`src/rtl/spi_mnrch_p.sv`:
```
// SPI master: one frame per accepted request, all four SPI modes, NUM_SS one-hot-low selects.
// SCLK edges are timed by a half-period counter; a separate counter tracks completed SCLK edges.
module spi_mnrch_p #(
  parameter int DATA_W   = 16,
  parameter int HALF_PER = 16,
  parameter int NUM_SS   = 1,
  localparam int SEL_W   = (NUM_SS > 1) ? $clog2(NUM_SS) : 1
) (
  input  logic              clk,
  input  logic              rst_n,
  input  logic              snd,
  input  logic [DATA_W-1:0] cmd,
  input  logic [SEL_W-1:0]  ss_sel,
  input  logic [1:0]        mode,
  output logic              done,
  output logic              busy,
  output logic [DATA_W-1:0] resp,
  output logic [NUM_SS-1:0] SS_n,
  output logic              SCLK,
  output logic              MOSI,
  input  logic              MISO
);

  localparam int HW = $clog2(HALF_PER + 1);
  localparam int EW = $clog2(2 * DATA_W + 1);

  typedef enum logic [1:0] {IDLE, FRONT, XFER, BACK} state_t;

  state_t            state_reg, state_next;
  logic [HW-1:0]     hcnt_reg;
  logic [EW-1:0]     ecnt_reg;
  logic [DATA_W-1:0] tx_reg;
  logic [DATA_W-1:0] rx_reg;
  logic [SEL_W-1:0]  sel_reg;
  logic [NUM_SS-1:0] ss_n_reg;
  logic [NUM_SS-1:0] sel_onehot;
  logic              cpol_reg, cpha_reg, sclk_reg, mosi_reg, done_reg, busy_reg;
  logic              sel_ok, accept, hp_done, sclk_evt, leading, last_edge;
  logic              sample_now, shift_now;

  // When every select code maps to a real slave there is nothing to reject.
  generate
    if (NUM_SS == (1 << SEL_W)) begin : g_sel_full
      assign sel_ok = 1'b1;
    end else begin : g_sel_part
      assign sel_ok = (int'(ss_sel) < NUM_SS);
    end
  endgenerate

  genvar gi;
  generate
    for (gi = 0; gi < NUM_SS; gi++) begin : g_onehot
      assign sel_onehot[gi] = (sel_reg == SEL_W'(gi));
    end
  endgenerate

  assign accept     = (state_reg == IDLE) && snd && sel_ok;
  assign hp_done    = (hcnt_reg == HW'(HALF_PER));
  assign sclk_evt   = hp_done && ((state_reg == FRONT) || (state_reg == XFER));
  // ecnt_reg counts edges already issued, so an even count means the next edge is leading.
  assign leading    = ~ecnt_reg[0];
  assign last_edge  = (ecnt_reg == EW'(2 * DATA_W - 1));
  assign sample_now = sclk_evt && (leading ^ cpha_reg);
  assign shift_now  = sclk_evt && !(leading ^ cpha_reg);

  always_ff @(posedge clk) begin
    if (!rst_n) state_reg <= IDLE;
    else        state_reg <= state_next;
  end

  always_comb begin
    state_next = state_reg;
    case (state_reg)
      IDLE:    if (accept) state_next = FRONT;
      FRONT:   if (hp_done) state_next = XFER;
      XFER:    if (hp_done && last_edge) state_next = BACK;
      BACK:    if (hp_done) state_next = IDLE;
      default: state_next = IDLE;
    endcase
  end

  always_ff @(posedge clk) begin
    if (!rst_n) begin
      hcnt_reg <= '0;
      ecnt_reg <= '0;
      tx_reg   <= '0;
      rx_reg   <= '0;
      sel_reg  <= '0;
      ss_n_reg <= '1;
      cpol_reg <= 1'b1;
      cpha_reg <= 1'b0;
      sclk_reg <= 1'b1;
      mosi_reg <= 1'b0;
      done_reg <= 1'b0;
      busy_reg <= 1'b0;
    end else begin
      case (state_reg)
        IDLE: begin
          if (accept) begin
            tx_reg   <= cmd;
            sel_reg  <= ss_sel;
            cpol_reg <= mode[1];
            cpha_reg <= mode[0];
            sclk_reg <= mode[1];
            done_reg <= 1'b0;
            busy_reg <= 1'b1;
            hcnt_reg <= '0;
            ecnt_reg <= '0;
          end
        end
        FRONT, XFER: begin
          hcnt_reg <= hp_done ? HW'(1) : hcnt_reg + 1'b1;
          // First cycle after acceptance: assert select and, for CPHA=0, present the MSB.
          if ((state_reg == FRONT) && (hcnt_reg == '0)) begin
            ss_n_reg <= ~sel_onehot;
            if (!cpha_reg) begin
              mosi_reg <= tx_reg[DATA_W-1];
              tx_reg   <= {tx_reg[DATA_W-2:0], 1'b0};
            end
          end
          if (sclk_evt) begin
            sclk_reg <= ~sclk_reg;
            ecnt_reg <= ecnt_reg + 1'b1;
          end
          if (sample_now) rx_reg <= {rx_reg[DATA_W-2:0], MISO};
          if (shift_now) begin
            mosi_reg <= tx_reg[DATA_W-1];
            tx_reg   <= {tx_reg[DATA_W-2:0], 1'b0};
          end
        end
        BACK: begin
          if (hp_done) begin
            ss_n_reg <= '1;
            done_reg <= 1'b1;
            busy_reg <= 1'b0;
            hcnt_reg <= '0;
          end else begin
            hcnt_reg <= hcnt_reg + 1'b1;
          end
        end
        default: ;
      endcase
    end
  end

  assign done = done_reg;
  assign busy = busy_reg;
  assign resp = rx_reg;
  assign SS_n = ss_n_reg;
  assign SCLK = sclk_reg;
  assign MOSI = mosi_reg;

endmodule

```
`config.mk`:
```
export PLATFORM = sky130hd
export DESIGN_NAME = spi_mnrch_p
export DESIGN_NICKNAME = d
export VERILOG_FILES = /design/src/rtl/spi_mnrch_p.sv
export SDC_FILE = /design/constraint.sdc
export NUM_CORES = 1
export LEC_CHECK = 0
export ABC_AREA = 1
export BUFFER_PORTS_ARGS = -buffer_cell sky130_fd_sc_hd__buf_2
export CAP_MARGIN = 10
export CORE_MARGIN = 8
export CORE_UTILIZATION = 58
export DETAILED_ROUTE_END_ITERATION = 10
export PLACE_DENSITY = 0.83
export SLEW_MARGIN = 10
export SYNTH_ARGS = -nofsm -noshare
export SYNTH_HDL_FRONTEND = slang
export SYNTH_SLANG_ARGS = --single-unit
```
`constraint.sdc`:
```
create_clock -name clk -period 2.68 [get_ports clk]
set_input_delay 0.268 -clock clk [delete_from_list [all_inputs] [get_ports clk]]
set_output_delay 0.268 -clock clk [all_outputs]
set_load 0.01 [all_outputs]
```
=== Word level (Yosys, flattened, before mapping) ===
Index checks and enable logic that the tools add are counted.

* Add/subtract/negate cells: 2
* Order comparisons: 1
* Equal/unequal tests: 14
* Muxes and demuxes: 31
* Bitwise gates (word level): 3
* Reductions and logical operators: 24

{| class="wikitable"
|+ Operator list
! kind !! count
|-
| $mux 16 || 4
|-
| $pmux 16 s2 || 1
|-
| $mux 5 || 3
|-
| $pmux 5 s3 || 1
|-
| $mux 6 || 2
|-
| $pmux 6 s2 || 1
|-
| $reduce_and 3->1 || 4
|-
| $mux 1 || 10
|-
| $ne 2x2->1 const B || 5
|-
| $mux 2 || 4
|-
| $pmux 1 s2 || 4
|-
| $pmux 2 s4 || 1
|-
| $reduce_and 4->1 || 2
|-
| $reduce_bool 2->1 || 4
|-
| $logic_and 1x1->1 || 7
|-
| $add 6x1->6 const B || 1
|-
| $eq 6x5->1 const B || 1
|-
| $ne 3x3->1 const B || 2
|-
| $add 5x1->5 const B || 1
|-
| $eq 5x5->1 const B || 1
|-
| $logic_not 5->1 || 1
|-
| $eq 2x2->1 const B || 2
|-
| $ne 2x1->1 const B || 2
|-
| $reduce_and 2->1 || 2
|-
| 8 further kinds || 9
|}

* Register bits: 52
* Word-level logic and storage cells: 87

=== Depth between registers and ports, before layout ===
* Depth after elaboration: 6
* Depth in mapped cells: 11
* Depth with buffers taken out: 10

=== Least setup slack after synthesis ===
OpenSTA, ideal clock, no wires.

* Path kind: register to register
* Start point: register state_reg[0]
* End point: register tx_reg[10]
* Arrival time: 1.628 ns
* Setup slack: 0.990 ns
* Stages on the path, launching flop included: 11
* Path buffers: 2
* Clock period less this slack: 1.690 ns
* Path through: dfxtp_1 -> inv_1 -> ha_1 -> buf_4 -> inv_2 -> o21ai_2 -> nand2_2 -> clkinv_2 -> buf_6 -> nor2_1 -> nor2_2

* Cells in the longest elaborated chain, start to end: 6
* Elaborated cells on any way between the ends: 17
* Those cells by class: 5 x eq/ne; 2 x mux; 10 x reduce/logical

{| class="wikitable"
|+ Ends and longest elaborated chain
! element !! RTL line !! RTL
|-
| from (decl) || 29 || <nowiki>state_t state_reg, state_next;</nowiki>
|-
| from (signal assigned) || 68 || <nowiki>else state_reg <= state_next;</nowiki>
|-
| $eq 2x1->1 / $eq 2x2->1 (equally long branches) || 59, 97, 114 ||
|-
| $logic_or 1x1->1 || 59 || <nowiki>assign sclk_evt = hp_done && ((state_reg == FRONT) || (state_reg == XFER));</nowiki>
|-
| $logic_and 1x1->1 || 59 ||
|-
| $logic_and 1x1->1 || 64 || <nowiki>assign shift_now = sclk_evt && !(leading ^ cpha_reg);</nowiki>
|-
| $ne 3x3->1 (no source line) / $mux 16 (equally long branches) || n/a ||
|-
| $reduce_and 4->1 (no source line) / $pmux 16 s2 (equally long branches) || n/a ||
|-
| to (signal assigned) || 100 || <nowiki>tx_reg <= cmd;</nowiki>
|-
| to (signal assigned) || 118 || <nowiki>tx_reg <= {tx_reg[DATA_W-2:0], 1'b0};</nowiki>
|-
| to (signal assigned) || 128 || <nowiki>tx_reg <= {tx_reg[DATA_W-2:0], 1'b0};</nowiki>
|-
| to (decl) || 32 || <nowiki>logic [DATA_W-1:0] tx_reg;</nowiki>
|}

Several ways; a longest one is shown, not always the timed one.
A chain may end at the register's enable or synchronous reset.

=== Final worst setup path ===
* Start point: register state_reg[0]
* End point: register tx_reg[11]

Same word-level chain as after synthesis.

==> results.py <==
metrics = {
    "outcome": {
        "status": "finished, final reports clean",
    },
    "detailed_routing": {
        "drc": 0,
        "detail_route.iter0.violations": 151,
        "vias": 2239,
        "antenna_left": 0,
        "drt-total-wl_mm": 5.65,
        "post_drt_wl_per_cell_um": 13.1,
        "drt-pass1-iter-count": 4,
        "vias_per_cell": 5.19,
    },
    "placed_design": {
        "hpwl_mm": 4.10,
        "placed_area_um2": 2760,
        "dp_cells": 423,
        "globalplace.congestion": 0.908,
        "io_buffer_count": 43,
        "dp_worst_setup_slack_ns": 0.586,
    },
    "finish": {
        "drive_above_1_share_pct": 20.8,
        "n_fill_cell": 361,
        "finalNonFillerCells": 431,
        "finalInstanceArea_um2": 2880,
        "area_growth_pct": 13.7,
        "n_antenna_cell": 0,
        "nets": 409,
    },
    "logic_synthesis": {
        "synthesis.area_um2": 2530,
        "yosys_warnings": 0,
        "yosysTopAreaCell": "dfxtp_1",
        "yosys-top-cells-count": "67 x nor2_1, 58 x nand2_1, 52 x dfxtp_1",
        "ys_seq_area_share_pct": 41.2,
        "synthArstFlopShare_pct": 0,
        "syn_nets": 368,
        "syn_avg_cell_area_um2": 7.50,
        "synth_top_cells_by_area": "dfxtp_1 41%, nor2_1 9.9%, nand2_1 8.6%",
        "ys.flop_type": "dfxtp_1",
        "yosys_register_bits": 52,
        "yosysTopAreaCellShare_pct": 41.2,
        "synth-edff-count": 0,
        "synthCells": 337,
        "ys_types": 32,
        "synth.most_common_cell": "nor2_1",
    },
    "pwr": {
        "power.share.sequential_pct": 39.1,
        "p_comb_share_pct": 40.2,
        "switching_share_pct": 39.2,
        "p_int_w": 0.00160,
        "p_clk_share_pct": 20.7,
        "vdd_drop_max_mv": 0.562,
        "p_switching_w": 0.00103,
        "p_leak_nw": 1.37,
        "power.density_nw_per_um2": 918,
    },
    "clock_tree": {
        "htree_levels": 2,
        "clockRootBuffer": "clkbuf_8",
        "ctsResizeCount": 0,
        "cts.clk_slew.worst_paths_ns": 0.09,
        "cts_inserted_buffers": 5,
        "clock_path_buffers": 2,
        "post-cts-setup-buffers": 0,
        "clock_latency_ns": 0.31,
        "clkSinkCount": 52,
        "tritoncts": "yes",
        "cts_hold_buf": 0,
    },
    "floorplanning": {
        "dieArea_um2": 6730,
        "die_w_um": 82.0,
        "start_util_pct": 59.3,
        "core_um2": 4260,
        "num_rows": 24,
        "chipHeight_um": 82.0,
        "top_level_ports": 44,
    },
    "grt": {
        "grt_usage_pct": 17.9,
        "grt_overflow": 0,
        "grt_pass1_vias": 2124,
        "grt_start_max_net_pins": 40,
        "antenna_found_initial": 0,
        "grt_pass1_wl_mm": 9.54,
    },
    "sta": {
        "setup_tns_ns": 0,
        "clock.fmax_mhz": 476,
        "worst_pin_slew_ns": 0.481,
        "hold_violations": 0,
        "setup_ws_ns": 0.580,
        "period_minus_slack_ns": 2.10,
        "fin_hold_ws_ns": 0.190,
        "max_slew_margin_pct": 67.8,
        "skew_ns": 0.00521,
        "fin_crit_sh_pct": 78.4,
        "rsz0062_at_grt": "false",
        "finalSetupViolations": 0,
        "slew_viol_final": 0,
    },
    "flow_run": {
        "maxCapViolations": 0,
    },
    "setup_path": {
        "path_max_fanout": 16,
        "crit_arrival_ns": 2.32,
        "timing.setup.critical_path_class": "reg -> reg",
        "cp-start-kind": "register",
        "worstPathRequired_ns": 2.90,
        "cp-end-kind": "register",
    },
    "min_path": {
        "hold_class": "in -> reg",
    },
}
==> routing by layer <==
metal	GRT usage, %	up-vias	share of wire [%]
met1	21.5	999	46
met2	29.0	57	46
li1	-	1175	-
met3	6.13	8	6.5
met5	0	-	0
met4	6.67	0	1.6
==> power by group through the flow <==
stage | registers, W | logic [W] | clock network, W
after floorplan | 0.00103 | 0.000858 | 0
after global placement | 0.00103 | 0.00103 | 0
after detailed placement | 0.00105 | 0.00106 | 0
after CTS | 0.00103 | 0.00106 | 0.000560
after global routing | 0.00105 | 0.00119 | 0.000583
final | 0.00103 | 0.00106 | 0.000547
==> layout by cell type, fill, tap and decap left out, drive strengths merged, types with 2 or more instances in the layout <==
cell,instances
nand2,60
buf,47
clkbuf,6
mux2i,15
and3,2
a21oi,18
xor2,2
ha,8
o211ai,2
nand3,29
nand4,4
o21ai,26
nor2,80
dfxtp,52
xnor2,3
inv,21
==> critical path: stages (launching register included) <==
cell and delay, ns:
dfxtp_1 0.40, inv_1 0.10, ha_1 0.52, buf_4 0.23, o211ai_4 0.19, nand2_2 0.15, clkinv_2 0.19, nor2_1 0.18
nor2_2 0.04
==> final cells by class <==
class,instances,area [um2],area share [%]
Sequential cell,52,1040,36.2
Inverter,21,80.1,2.79
Clock inverter,2,38.8,1.35
Tap cell,52,65.1,2.26
Timing Repair Buffer,47,245,8.53
Clock buffer,6,72.6,2.52
Multi-Input combinational cell,251,1330,46.3
==> through the flow <==
| step | power [W] | utilization [%] |
|---|---|---|
| 2_1_floorplan | 0.00189 | - |
| 3_3_place_gp | 0.00207 | 64.8 |
| 3_5_place_dp | 0.00210 | 64.8 |
| 4_1_cts | 0.00265 | 67.4 |
| 5_1_grt | 0.00282 | 67.4 |
| 6_report | 0.00264 | 67.4 |
==> cells by family (layout without fill, tap and decap cells) <==
kind of cell,after synthesis,after routing,share of synthesized area [%]
and+or+nand+nor,177,177,31.1
adders and majority gates,8,8,3.96
xor gates and xnor gates,5,5,1.73
buffers and inverters,34,76,6.13
AOI/OAI and AO/OA,46,46,10.0
muxes,15,15,5.94
DFF,52,52,41.2
==> worst paths after layout <==
check          endpoint    startpoint  slack (ns)  cells past startpoint
max          tx_reg[11]  state_reg[0]        0.58                      8
max reg2reg  tx_reg[11]  state_reg[0]        0.58                      8
min             sel_reg        ss_sel        0.19                      3
min reg2reg     sel_reg       sel_reg        0.44                      2
Power figures use the tool's default switching activity.
